[config.mk]
export PLATFORM = sky130hd
export DESIGN_NAME = seg_scan_capture
export DESIGN_NICKNAME = d
export VERILOG_FILES = /design/src/rtl/seg_scan_capture.sv
export SDC_FILE = /design/constraint.sdc
export NUM_CORES = 1
export LEC_CHECK = 0
export CELL_PAD_IN_SITES_DETAIL_PLACEMENT = 1
export CELL_PAD_IN_SITES_GLOBAL_PLACEMENT = 1
export CORE_UTILIZATION = 49
export DETAILED_ROUTE_END_ITERATION = 8
export PLACE_DENSITY = 0.94
export RECOVER_POWER = 100
export SYNTH_ARGS = -nofsm -noshare
export SYNTH_HDL_FRONTEND = slang
export SYNTH_SLANG_ARGS = --single-unit
[constraint.sdc]
create_clock -name clk -period 6.3 [get_ports clk]
set_clock_uncertainty 0.05 [all_clocks]
set_input_delay 1.26 -clock clk [delete_from_list [all_inputs] [get_ports clk]]
set_output_delay 1.26 -clock clk [all_outputs]
set_load 0.01 [all_outputs]
[src/rtl/seg_scan_capture.sv]
// seg_scan_capture
//   Receive-side counterpart of the 7-segment digit decoder. It samples the
//   time-multiplexed segment/anode bus that drives the display and rebuilds
//   the BCD code shown at each position. A position is committed only after
//   its {seg, an} pair has been held stable for STABLE_CYCLES registered
//   samples. Once every position has committed, the whole frame is delivered
//   on digits together with a one-cycle frame_valid strobe.
//
// Ports
//   clk          system clock, rising edge
//   rst_n        asynchronous active-low reset
//   seg[6:0]     segment pattern, active-high, bit6=a .. bit0=g
//   an[N-1:0]    anode select, active-high, one-hot when a position is lit
//   digits       captured codes, position i at [4i+3:4i]
//                (4'hF = blank, 4'hE = undecodable pattern)
//   frame_valid  one-cycle strobe: digits just updated with a full frame
//   pattern_err  the last delivered frame holds at least one 4'hE code
module seg_scan_capture #(
    parameter int NUM_DIGITS    = 8,
    parameter int STABLE_CYCLES = 4,
    parameter int CNT_W         = $clog2(STABLE_CYCLES + 1)
) (
    input  logic                    clk,
    input  logic                    rst_n,
    input  logic [6:0]              seg,
    input  logic [NUM_DIGITS-1:0]   an,
    output logic [4*NUM_DIGITS-1:0] digits,
    output logic                    frame_valid,
    output logic                    pattern_err
);

    localparam logic [CNT_W-1:0] CntMax    = CNT_W'(STABLE_CYCLES);
    localparam logic [CNT_W-1:0] CntCommit = CNT_W'(STABLE_CYCLES - 1);

    // Input sample registers
    logic [6:0]              seg_q;
    logic [NUM_DIGITS-1:0]   an_q;

    // Stability tracking
    logic [CNT_W-1:0]        cnt_q, cnt_d;
    logic                    committed_q, committed_d;

    // Frame assembly and delivered outputs
    logic [4*NUM_DIGITS-1:0] shadow_q, shadow_d;
    logic [NUM_DIGITS-1:0]   seen_q, seen_d;
    logic [4*NUM_DIGITS-1:0] digits_q;
    logic                    frame_valid_q;
    logic                    pattern_err_q;

    logic                    an_onehot;
    logic                    stable;
    logic                    commit;
    logic                    complete;
    logic                    err_d;
    logic [3:0]              code;

    // Decode the registered segment pattern
    always_comb begin
        case (seg_q)
            7'b1111110: code = 4'h0;
            7'b0110000: code = 4'h1;
            7'b1101101: code = 4'h2;
            7'b1111001: code = 4'h3;
            7'b0110011: code = 4'h4;
            7'b1011011: code = 4'h5;
            7'b1011111: code = 4'h6;
            7'b1110000: code = 4'h7;
            7'b1111111: code = 4'h8;
            7'b1111011: code = 4'h9;
            7'b0000000: code = 4'hF;
            default:    code = 4'hE;
        endcase
    end

    always_comb begin
        // Zero or multi-hot anodes are a blanking gap and never count as stable
        an_onehot = (an_q != '0) && ((an_q & (an_q - NUM_DIGITS'(1))) == '0);
        stable    = an_onehot && (seg == seg_q) && (an == an_q);

        // One commit per stable run: committed stays set until the run breaks
        commit    = stable && (cnt_q == CntCommit) && !committed_q;

        cnt_d       = '0;
        committed_d = 1'b0;
        if (stable) begin
            cnt_d       = (cnt_q == CntMax) ? cnt_q : cnt_q + CNT_W'(1);
            committed_d = committed_q | commit;
        end

        // an_q is one-hot on a commit, so it directly selects the shadow slot
        shadow_d = shadow_q;
        for (int i = 0; i < NUM_DIGITS; i++) begin
            if (commit && an_q[i]) begin
                shadow_d[4*i +: 4] = code;
            end
        end

        seen_d   = commit ? (seen_q | an_q) : seen_q;
        complete = commit && (&seen_d);

        err_d = 1'b0;
        for (int i = 0; i < NUM_DIGITS; i++) begin
            if (shadow_d[4*i +: 4] == 4'hE) begin
                err_d = 1'b1;
            end
        end
    end

    always_ff @(posedge clk or negedge rst_n) begin
        if (!rst_n) begin
            seg_q         <= '0;
            an_q          <= '0;
            cnt_q         <= '0;
            committed_q   <= 1'b0;
            shadow_q      <= '1;
            seen_q        <= '0;
            digits_q      <= '1;
            frame_valid_q <= 1'b0;
            pattern_err_q <= 1'b0;
        end else begin
            seg_q         <= seg;
            an_q          <= an;
            cnt_q         <= cnt_d;
            committed_q   <= committed_d;
            shadow_q      <= shadow_d;
            seen_q        <= complete ? '0 : seen_d;
            frame_valid_q <= complete;
            if (complete) begin
                digits_q      <= shadow_d;
                pattern_err_q <= err_d;
            end
        end
    end

    assign digits      = digits_q;
    assign frame_valid = frame_valid_q;
    assign pattern_err = pattern_err_q;

endmodule

Yosys cells after proc, flatten, opt, wreduce, memory -nomap -nowiden. Cells that the tools add are included. W data, S select, Z words.

Flip-flop bits (word level): 93. Output and inout bits: 34.

Add/sub/neg operators: 2. Eq/ne operators: 23. Mux-type cells: 22. Bitwise operators: 3. Reduce and logical (&&, ||, !) cells: 19.

Operator list (number): $eq A7 B7 Y1 const B (8); $pmux W4 S11 (1); $eq A4 B4 Y1 const B (8); $mux W4 (8); $mux W8 (2); $eq A7 B6 Y1 const B (2); $logic_and A1 B1 Y1 (14); $mux W1 (9); $and A8 B8 Y8 (1); $eq A8 B8 Y1 (1); $logic_not A8 Y1 (1); $or A8 B8 Y8 (1); $reduce_and A8 Y1 (1); $reduce_bool A8 Y1 (1); $sub A8 B1 Y8 const B (1); $eq A7 B7 Y1 (1); $logic_not A7 Y1 (1); $mux W3 (2); $add A3 B1 Y3 const B (1); $eq A3 B2 Y1 const B (1); $eq A3 B3 Y1 const B (1); $ne A2 B2 Y1 const B (1); $logic_not A1 Y1 (1); $or A1 B1 Y1 (1).

Logic depth before layout (Yosys ltp). Gate-level depths: netlist (run 1).

Word-level depth: 19. Gate-level depth with buffers: 10.

Worst setup path before layout (run 1). Ideal clock, no wire load.

Path kind: input to register. Start: in an[1]. End: reg digits_q[19] (netlist: digits[19]). Setup time: 82 ps. Arrival time: 3405 ps. Data required time: 6168 ps. Path slack: 2763 ps. Cell stages on the path: 8. Path buffers: 2. Cells stage by stage: or4bb_1 > o31ai_1 > nand4_2 > or3_1 > buf_2 > nor3b_4 > buf_6 > mux2_4.

Cells in the longest elaborated chain, start to end: 7. Elaborated cells on any way between the ends: 9.

Ends and longest elaborated chain: from (decl) (line 26) `input logic [NUM_DIGITS-1:0] an,`; $eq A8 B8 Y1 * (line 78) `stable = an_onehot && (seg == seg_q) && (an == an_q);`; $logic_and A1 B1 Y1 * (line 78); $logic_and A1 B1 Y1 * (2 in a row) (line 81) `commit = stable && (cnt_q == CntCommit) && !committed_q;`; $mux W8 (line 98) `seen_d = commit ? (seen_q | an_q) : seen_q;`; $reduce_and A8 Y1 (line 99) `complete = commit && (&seen_d);`; $logic_and A1 B1 Y1 (line 99); to (signal assigned) (line 129) `digits_q <= shadow_d;`; to (decl) (line 46) `logic [4*NUM_DIGITS-1:0] digits_q;`.

Every way passes the cells marked *; elsewhere a longest branch is shown, timed or not. A chain may end at the register's enable or synchronous reset.

Worst setup path in the final report (run 1).
Start: in an[1]. End: reg digits_q[28] (netlist: digits[28]).

Elaborated cells on any way between the ends: 9.

RTL lines: $eq A8 B8 Y1 (line 78); $logic_and A1 B1 Y1 (line 78); $logic_and A1 B1 Y1 (2 in a row) (line 81); $logic_and A1 B1 Y1 (line 93) `if (commit && an_q[i]) begin`; $mux W4 (line 93); named net shadow_d[28] (line 44) `logic [4*NUM_DIGITS-1:0] shadow_q, shadow_d;`.

The timed path passes the listed nets, and every way through them passes these cells.

==> implementation parameters, run 1 <==
Parameter                              Value

Status
  Run status    complete, but fails checks
  Violations in the final reports    max-capacitance violations, max-slew violations

Worst setup path
  Crit path launch    an[1]
  Top Family by Delay on Critical Path    simple AND/OR/NAND/NOR gates
  RR Startpoint    an_q[3]
  R2r worst-path depth    6
  Slowest stage delay, CP    1320 ps
  Count of buffer and inverter cells on the critical path    1
  Critical Path Most Common Cell    sky130_fd_sc_hd__mux2_1
  Crit path cell chain    dlygate4sd3_1, or4bb_1, o31ai_1, nand4_1, nor4_1, mux2_1, mux2_1
  Sort of element at the end of the critical path    flop
  Capture instance of the worst register-to-register path    digits[28]
  Type of the worst setup path    input port to flop
  Worst endpoint data arrival time    4930 ps
  Worst setup path end    digits[28]
  Worst Path Max Fanout    10
  Slowest cell on crit path    sky130_fd_sc_hd__nor4_1
  Kind of launch point of the worst setup path    input port
  Cell count along the critical path    7
  Data required time of the critical path    6550 ps
  Slack of the worst reg-to-reg path    2510 ps

Clock network
  Post-CTS resize count    0
  Number of buffers created by CTS    9
  Clk Latency, worst-skew pair    360 ps
  Clock Sinks    93
  Setup Buffers After CTS    0
  Number of buffers inserted by hold repair at cts    0
  Cell at the root of the clock tree    sky130_fd_sc_hd__clkbuf_8
  Post-CTS clock slew at the launch and capture registers of the worst setup and hold paths    90 ps
  H-tree levels    3
  Clock tree buffer depth    2
  Clock tree from TritonCTS    built

Synth
  FF+latch count, synth    93
  Multiplexer share of the synthesized area    18.2%
  Largest family of logic cells by synthesized area    multiplexers
  List of most frequent post-synthesis cells    sky130_fd_sc_hd__dfstp_2 (64), sky130_fd_sc_hd__mux2_2 (38), sky130_fd_sc_hd__dfrtp_1 (29)
  Library cell with the highest instance count after synthesis    sky130_fd_sc_hd__dfstp_2
  Cell count after synthesis    311
  Dominant cells by area after synthesis    sky130_fd_sc_hd__dfstp_2 (40%), sky130_fd_sc_hd__dfrtp_1 (17%), sky130_fd_sc_hd__mux2_2 (10%)
  Mean cell area of the mapped netlist    13.6 sq um
  Compound-cell area share of the yosys netlist    5.81%
  Sequential fraction of the synthesis area    57.1%
  Most common flop cell mapped by yosys    sky130_fd_sc_hd__dfstp_2
  Synth top area share    39.9%
  Netlist area before placement    4220 sq um
  FFs w/ async S/R, synth    100%
  Parity-gate share of the synthesized area counting xor and xnor cells    3.11%
  Share of synthesized cell area in and, or, nand and nor gates    11.9%
  Synthesized Nets    331
  Count of flip-flops with a built-in enable after synthesis    0
  Dominant cell type by area after synthesis    sky130_fd_sc_hd__dfstp_2
  Post-Synth Adder-Cell Area    1.13%
  Count of synthesis-stage warnings from yosys    0
  Number of unique standard cell types used by synthesis    54

Detailed routing
  Number of vias in the routed layout    2826
  DRC violations left    0
  Total Wirelength    10400 um
  Routed via count divided by cell count    6.03
  Number of design-rule violations left by the first detailed-router iteration    201
  Drt wl/cell    22.2 um
  Antenna Violating Nets Remaining    0
  1st-pass router iterations    4

Layout
  Number of nets at the end of the flow    379
  Number of diodes added for antenna fixing    0
  Ratio of cells with drive above 1 in the final layout    25.3%
  Final design instance area without fill    4950 sq um
  Final cell count without fillers    469
  Synth-to-Final Area Change    17.3%

Die
  Number of placement rows    33
  Core ar.    8260 sq um
  Die height    94.8 um
  I/O pin cnt    51
  Die Span X    94.8 um
  Starting Density    51.1%
  DIE AREA    8980 sq um

STA
  Sum Neg Setup Slack    0 ps
  Count of final max-slew check failures    38
  Count of final hold-check violations    0
  Max Clk Rate    213 MHz
  Worst-margin pin slew    1960 ps
  Worst rel slew slack    -30.8%
  Shortest clock period the worst path allows after layout    4690 ps
  RSZ-0062 raised after global routing    no
  Number of setup violations in the final report    0
  Final period util    74.4%

Global route
  Global Route met1 Usage    32.9%
  GRT met2 Usage    42.2%
  Maximum number of pins on one net before global-route repair    58
  Layer with the highest usage    met2
  Total global-route track usage    25.6%
  First-pass GRT wire length    16900 um
  Met3 Track Usage GR    5.07%
  Total grt overflow    0
  Number of global-route vias before repair    3106
  Initial antenna violation count    0

Place
  Port bufs    50
  Post-place instance area    4780 sq um
  Number of cells after detailed placement    453
  Final Wtd Congestion    0.867
  Total half-perimeter wirelength after legalization and detailed placement    7020 um

Pwr
  Power per Cell Area    225 nW/um^2
  Maximum vdd drop    0.131 mV
  Total power    1.11 mW
  Static leakage    2.16 nW

Min path
  HP Class    flop to flop

Flow run
  Maximum Capacitance Violations    1
[per-stage QoR]
| stage | worst slack (ps) | hold slack, ps | utilization (%) |
|---|---|---|---|
| 2_1_floorplan | 2760 | 414 | - |
| 3_3_place_gp | 1910 | 429 | 57.9 |
| 3_5_place_dp | 1720 | 439 | 57.9 |
| 4_1_cts | 1980 | 459 | 60.6 |
| 5_1_grt | 1450 | 483 | 59.9 |
| 6_report | 1610 | 460 | 59.9 |
[sequential cells by signal (all words and copies together) (netlist names)]
register     flops
shadow_q        32
pattern_err      1
an_q             8
cnt_q            3
digits          32
frame_valid      1
seen_q           8
committed_q      1
seg_q            7
[cell type report]
type	count	area (sq um)
Fill cell	841	3310
Multi-Input combinational cell	196	1640
Clock inverter	6	93.8
Tap cell	105	131
Timing Repair Buffer	54	524
Clock buffer	10	128
Inverter	5	18.8
Sequential cell	93	2410
[worst min-delay path by stage]
| stage | from | end | slack, ps | cells past startpoint |
|---|---|---|---|---|
| finish | seen_q[4] | seen_q[4] | 460 | 1 |
| global route | seen_q[4] | seen_q[4] | 480 | 1 |
| CTS | seen_q[4] | seen_q[4] | 460 | 1 |
| detailed placement | seen_q[4] | seen_q[4] | 440 | 1 |
| global placement | seen_q[1] | seen_q[1] | 430 | 1 |
| floorplan | seen_q[6] | seen_q[6] | 410 | 1 |
[cells in the final DEF, fill, tap and decap left out, types with 3 or more instances in the layout]
cell type                       synthesis  final
sky130_fd_sc_hd__nor2_1                 8      8
sky130_fd_sc_hd__a21oi_1                9      9
sky130_fd_sc_hd__or4_1                  4      4
sky130_fd_sc_hd__dfrtp_1               29     29
sky130_fd_sc_hd__o22ai_1                4      4
sky130_fd_sc_hd__dfstp_2               64     64
sky130_fd_sc_hd__nand2_1               14     14
sky130_fd_sc_hd__o21ai_0                3      3
sky130_fd_sc_hd__clkbuf_8               0      9
sky130_fd_sc_hd__nor4_1                11     12
sky130_fd_sc_hd__o21a_1                 8      8
sky130_fd_sc_hd__nand3_1                3      3
sky130_fd_sc_hd__mux2_2                38      6
sky130_fd_sc_hd__mux2_1                16     58
sky130_fd_sc_hd__xor2_1                13     13
sky130_fd_sc_hd__ha_1                   3      3
sky130_fd_sc_hd__nor3_1                 3      3
sky130_fd_sc_hd__dlygate4sd3_1          0     49
sky130_fd_sc_hd__nand4b_1               6      6
sky130_fd_sc_hd__or3_1                  6      6
sky130_fd_sc_hd__inv_1                  5      5
sky130_fd_sc_hd__buf_4                  0      4
sky130_fd_sc_hd__nand4_1                2      3
[power by group]
part / leakage [nW] / switching, mW / internal (mW)
Combinational: 1.03 / 0.0288 / 0.0178
Clock: 0.107 / 0.220 / 0.227
Sequential: 1.03 / 0.0135 / 0.604
Total: 2.16 / 0.262 / 0.849
[routing by layer]
metal	up-vias	wire length, um
met3	27	464
met4	0	291
met2	88	5200
met5	-	0
li1	1234	-
met1	1477	4460
[cell families (layout without fill, tap and decap cells)]
kind of cell,after synthesis,count (layout)
compound gates,36,36
xor+xnor,15,15
fa+ha+maj,4,4
buf+inv,22,75
flops,93,93
mux,65,65
simple gates,76,76
No activity file was read; power rests on OpenSTA's default activity.
==> run 2: changes to the inputs <==
CORE_UTILIZATION = 41   (was 49)
PLACE_DENSITY = 0.85   (was 0.94)
clock period = 3.85 ns   (was 6.3 ns; I/O delays follow)
==> run 2 against run 1 <==
Against the previous run:
- die area increased by 19%
- clock-buffer cell count decreased by 1
- clock power increased by 52%
- global-route usage decreased by 5.2 points
- combinational power increased by 58%
- the flow still finishes with violations (max-capacitance violations, max-slew violations)
- flip-flop and latch count unchanged
- highest routed layer unchanged
- sequential share of layout area decreased by 0.92 points
==> implementation parameters, run 2 (synthesis gave the netlist of run 1 again) <==
Parameter                              Value

Status
  Run status    complete, but fails checks
  Violations in the final reports    max-capacitance violations, max-slew violations

Clock network
  Setup Buffers After CTS    0 (unchanged)
  Clk Latency, worst-skew pair    380 ps (+20 ps)
  Cell at the root of the clock tree    sky130_fd_sc_hd__clkbuf_8
  Clock tree buffer depth    2 (unchanged)
  H-tree levels    3 (unchanged)
  Clock Sinks    93 (unchanged)
  Post-CTS clock slew at the launch and capture registers of the worst setup and hold paths    90 ps (about the same)
  Number of buffers inserted by hold repair at cts    0 (unchanged)
  Number of buffers created by CTS    9 (unchanged)
  Post-CTS resize count    0 (unchanged)
  Clock tree from TritonCTS    built

Layout
  Leading cell type in the layout, fill and taps excluded    sky130_fd_sc_hd__dfstp_2
  Synth-to-Final Area Change    19.5%
  Number of nets at the end of the flow    388 (+2.4%)
  Area used by multi-input combinational logic    1660 sq um (+0.84%)
  Ratio of cells with drive above 1 in the final layout    28.4% (+3.1 points)
  Number of diodes added for antenna fixing    0 (unchanged)
  Sequential cell area    2410 sq um (unchanged)
  Filler Cells Inserted    1006 (+20%)
  Most used cells in the layout excluding fill and tap cells    sky130_fd_sc_hd__dfstp_2 (64), sky130_fd_sc_hd__dlygate4sd3_1 (49), sky130_fd_sc_hd__mux2_1 (48), sky130_fd_sc_hd__dfrtp_1 (29)
  Final cell count without fillers    506 (+7.9%)

Global route
  Total grt overflow    0 (unchanged)
  Initial antenna violation count    0 (unchanged)
  Maximum number of pins on one net before global-route repair    94 (+62%)
  First-pass GRT wire length    16000 um (-5.5%)
  Total global-route track usage    20.4% (-5.2 points)
  Number of global-route vias before repair    3039 (-2.2%)

Die
  Core ar.    9860 sq um (+19%)
  Starting Density    42.8% (-8.3 points)
  I/O pin cnt    51 (unchanged)
  DIE AREA    10700 sq um (+19%)
  Number of placement rows    36 (+9.1%)
  Die Span X    103 um (+9.1%)
  Die height    103 um (+9.1%)

Place
  Final Wtd Congestion    0.799 (-7.9%)
  Port bufs    50 (unchanged)
  Total half-perimeter wirelength after legalization and detailed placement    6760 um (-3.7%)
  Number of cells after detailed placement    490 (+8.2%)

Detailed routing
  Total Wirelength    9780 um (-6.1%)
  Drt wl/cell    19.3 um (-13%)
  Antenna Violating Nets Remaining    0 (unchanged)
  Number of vias in the routed layout    2749 (-2.7%)
  DRC violations left    0 (unchanged)
  Routed via count divided by cell count    5.43 (-9.8%)
  1st-pass router iterations    4 (unchanged)
  Number of design-rule violations left by the first detailed-router iteration    74 (-63%)

STA
  Count of final max-slew check failures    94 (+150%)
  Final period util    90.2%
  RSZ-0062 raised after global routing    no
  Worst hold slack    454 ps (-5.44 ps)
  Worst rel slew slack    -50.5% (-20 points)
  Max Clk Rate    288 MHz
  Shortest clock period the worst path allows after layout    3470 ps
  Count of final hold-check violations    0 (unchanged)
  Worst-margin pin slew    2260 ps (+295 ps)
  Sum Neg Setup Slack    0 ps (unchanged)
  Number of setup violations in the final report    0 (unchanged)

Worst setup path
  Worst Path Max Fanout    10 (unchanged)
  Crit path cell chain    dlygate4sd3_1, xor2_1, nor4_1, nand4_2, nor4_1, clkbuf_1, mux2_1, mux2_1
  Worst endpoint data arrival time    3730 ps (-1200 ps)
  Slowest stage delay, CP    570 ps (-750 ps)
  Sort of element at the end of the critical path    flop
  Data required time of the critical path    4110 ps (-2440 ps)
  Slowest cell on crit path    sky130_fd_sc_hd__dlygate4sd3_1
  Kind of launch point of the worst setup path    input port
  Type of the worst setup path    input port to flop

Pwr
  Power per Cell Area    350 nW/um^2 (+56%)
  Static leakage    2.18 nW (+0.82%)
  Maximum vdd drop    0.227 mV (+73%)

Min path
  HP Class    flop to flop

Flow run
  Maximum Capacitance Violations    1 (unchanged)
run 2: changes by cell type in the layout (fill, tap and decap cells not counted), moves of 2 or more:
| cell | before | now |
|---|---|---|
| sky130_fd_sc_hd__clkbuf_1 | 2 | 8 |
| sky130_fd_sc_hd__mux2_2 | 6 | 14 |
| sky130_fd_sc_hd__mux2_4 | 0 | 2 |
| sky130_fd_sc_hd__mux2_1 | 58 | 48 |
| sky130_fd_sc_hd__buf_12 | 0 | 2 |
run 2: area by class of cell:
cell class / count / area share, %
well taps: 133 / 3.30
repair buffers: 63 / 11.7
inverters: 5 / 0.372
clock buffers: 9 / 2.46
multi-input cells: 196 / 32.9
flip-flops and latches: 93 / 47.7
clock inverters: 7 / 1.59
run 2: routing by layer:
metal | global-route usage, % | up-vias | part of all wire, %
li1 | - | 1250 | -
met1 | 25.9 | 1418 | 44
met2 | 33.5 | 64 | 50
met3 | 4.84 | 17 | 3.8
met4 | 8.56 | 0 | 2.3
met5 | 0 | - | 0
run 2: through the flow:
step / worst slack (ps) / util, % / power [mW] / instance area, sq um
floorplan: 803 / - / 1.05 / 4220
global placement: 227 / 49.7 / 1.10 / 4910
detailed placement: 35.9 / 49.7 / 1.10 / 4910
CTS: 438 / 51.8 / 1.79 / 5110
global route: 183 / 51.1 / 1.84 / 5040
finish: 377 / 51.1 / 1.76 / 5040
run 2: path summary, 6_finish.rpt:
kind / start / end / slack, ps / depth (start not counted)
max: seg[3] / digits[15] / 380 / 8
min: seen_q[3] / seen_q[3] / 450 / 1
max reg2reg: an_q[3] / digits[15] / 800 / 7
min reg2reg: seen_q[3] / seen_q[3] / 450 / 1
max in group asynchronous: rst_n / frame_valid / 1410 / 1
min in group asynchronous: rst_n / cnt_q[0] / 970 / 1
run 2: worst max-delay path: cells and delay by family:
family / cells / cell delay, ps
XOR/XNOR: 1 / 170
buffers and inverters: 2 / 870
multiplexers: 2 / 690
AND/OR/NAND/NOR: 3 / 1220
run 2: power breakdown:
part,internal [mW],leakage [nW],switching (mW)
Sequential,0.988,1.03,0.0225
Clock,0.309,0.102,0.370
Combinational,0.0286,1.05,0.0452
Total,1.33,2.18,0.438
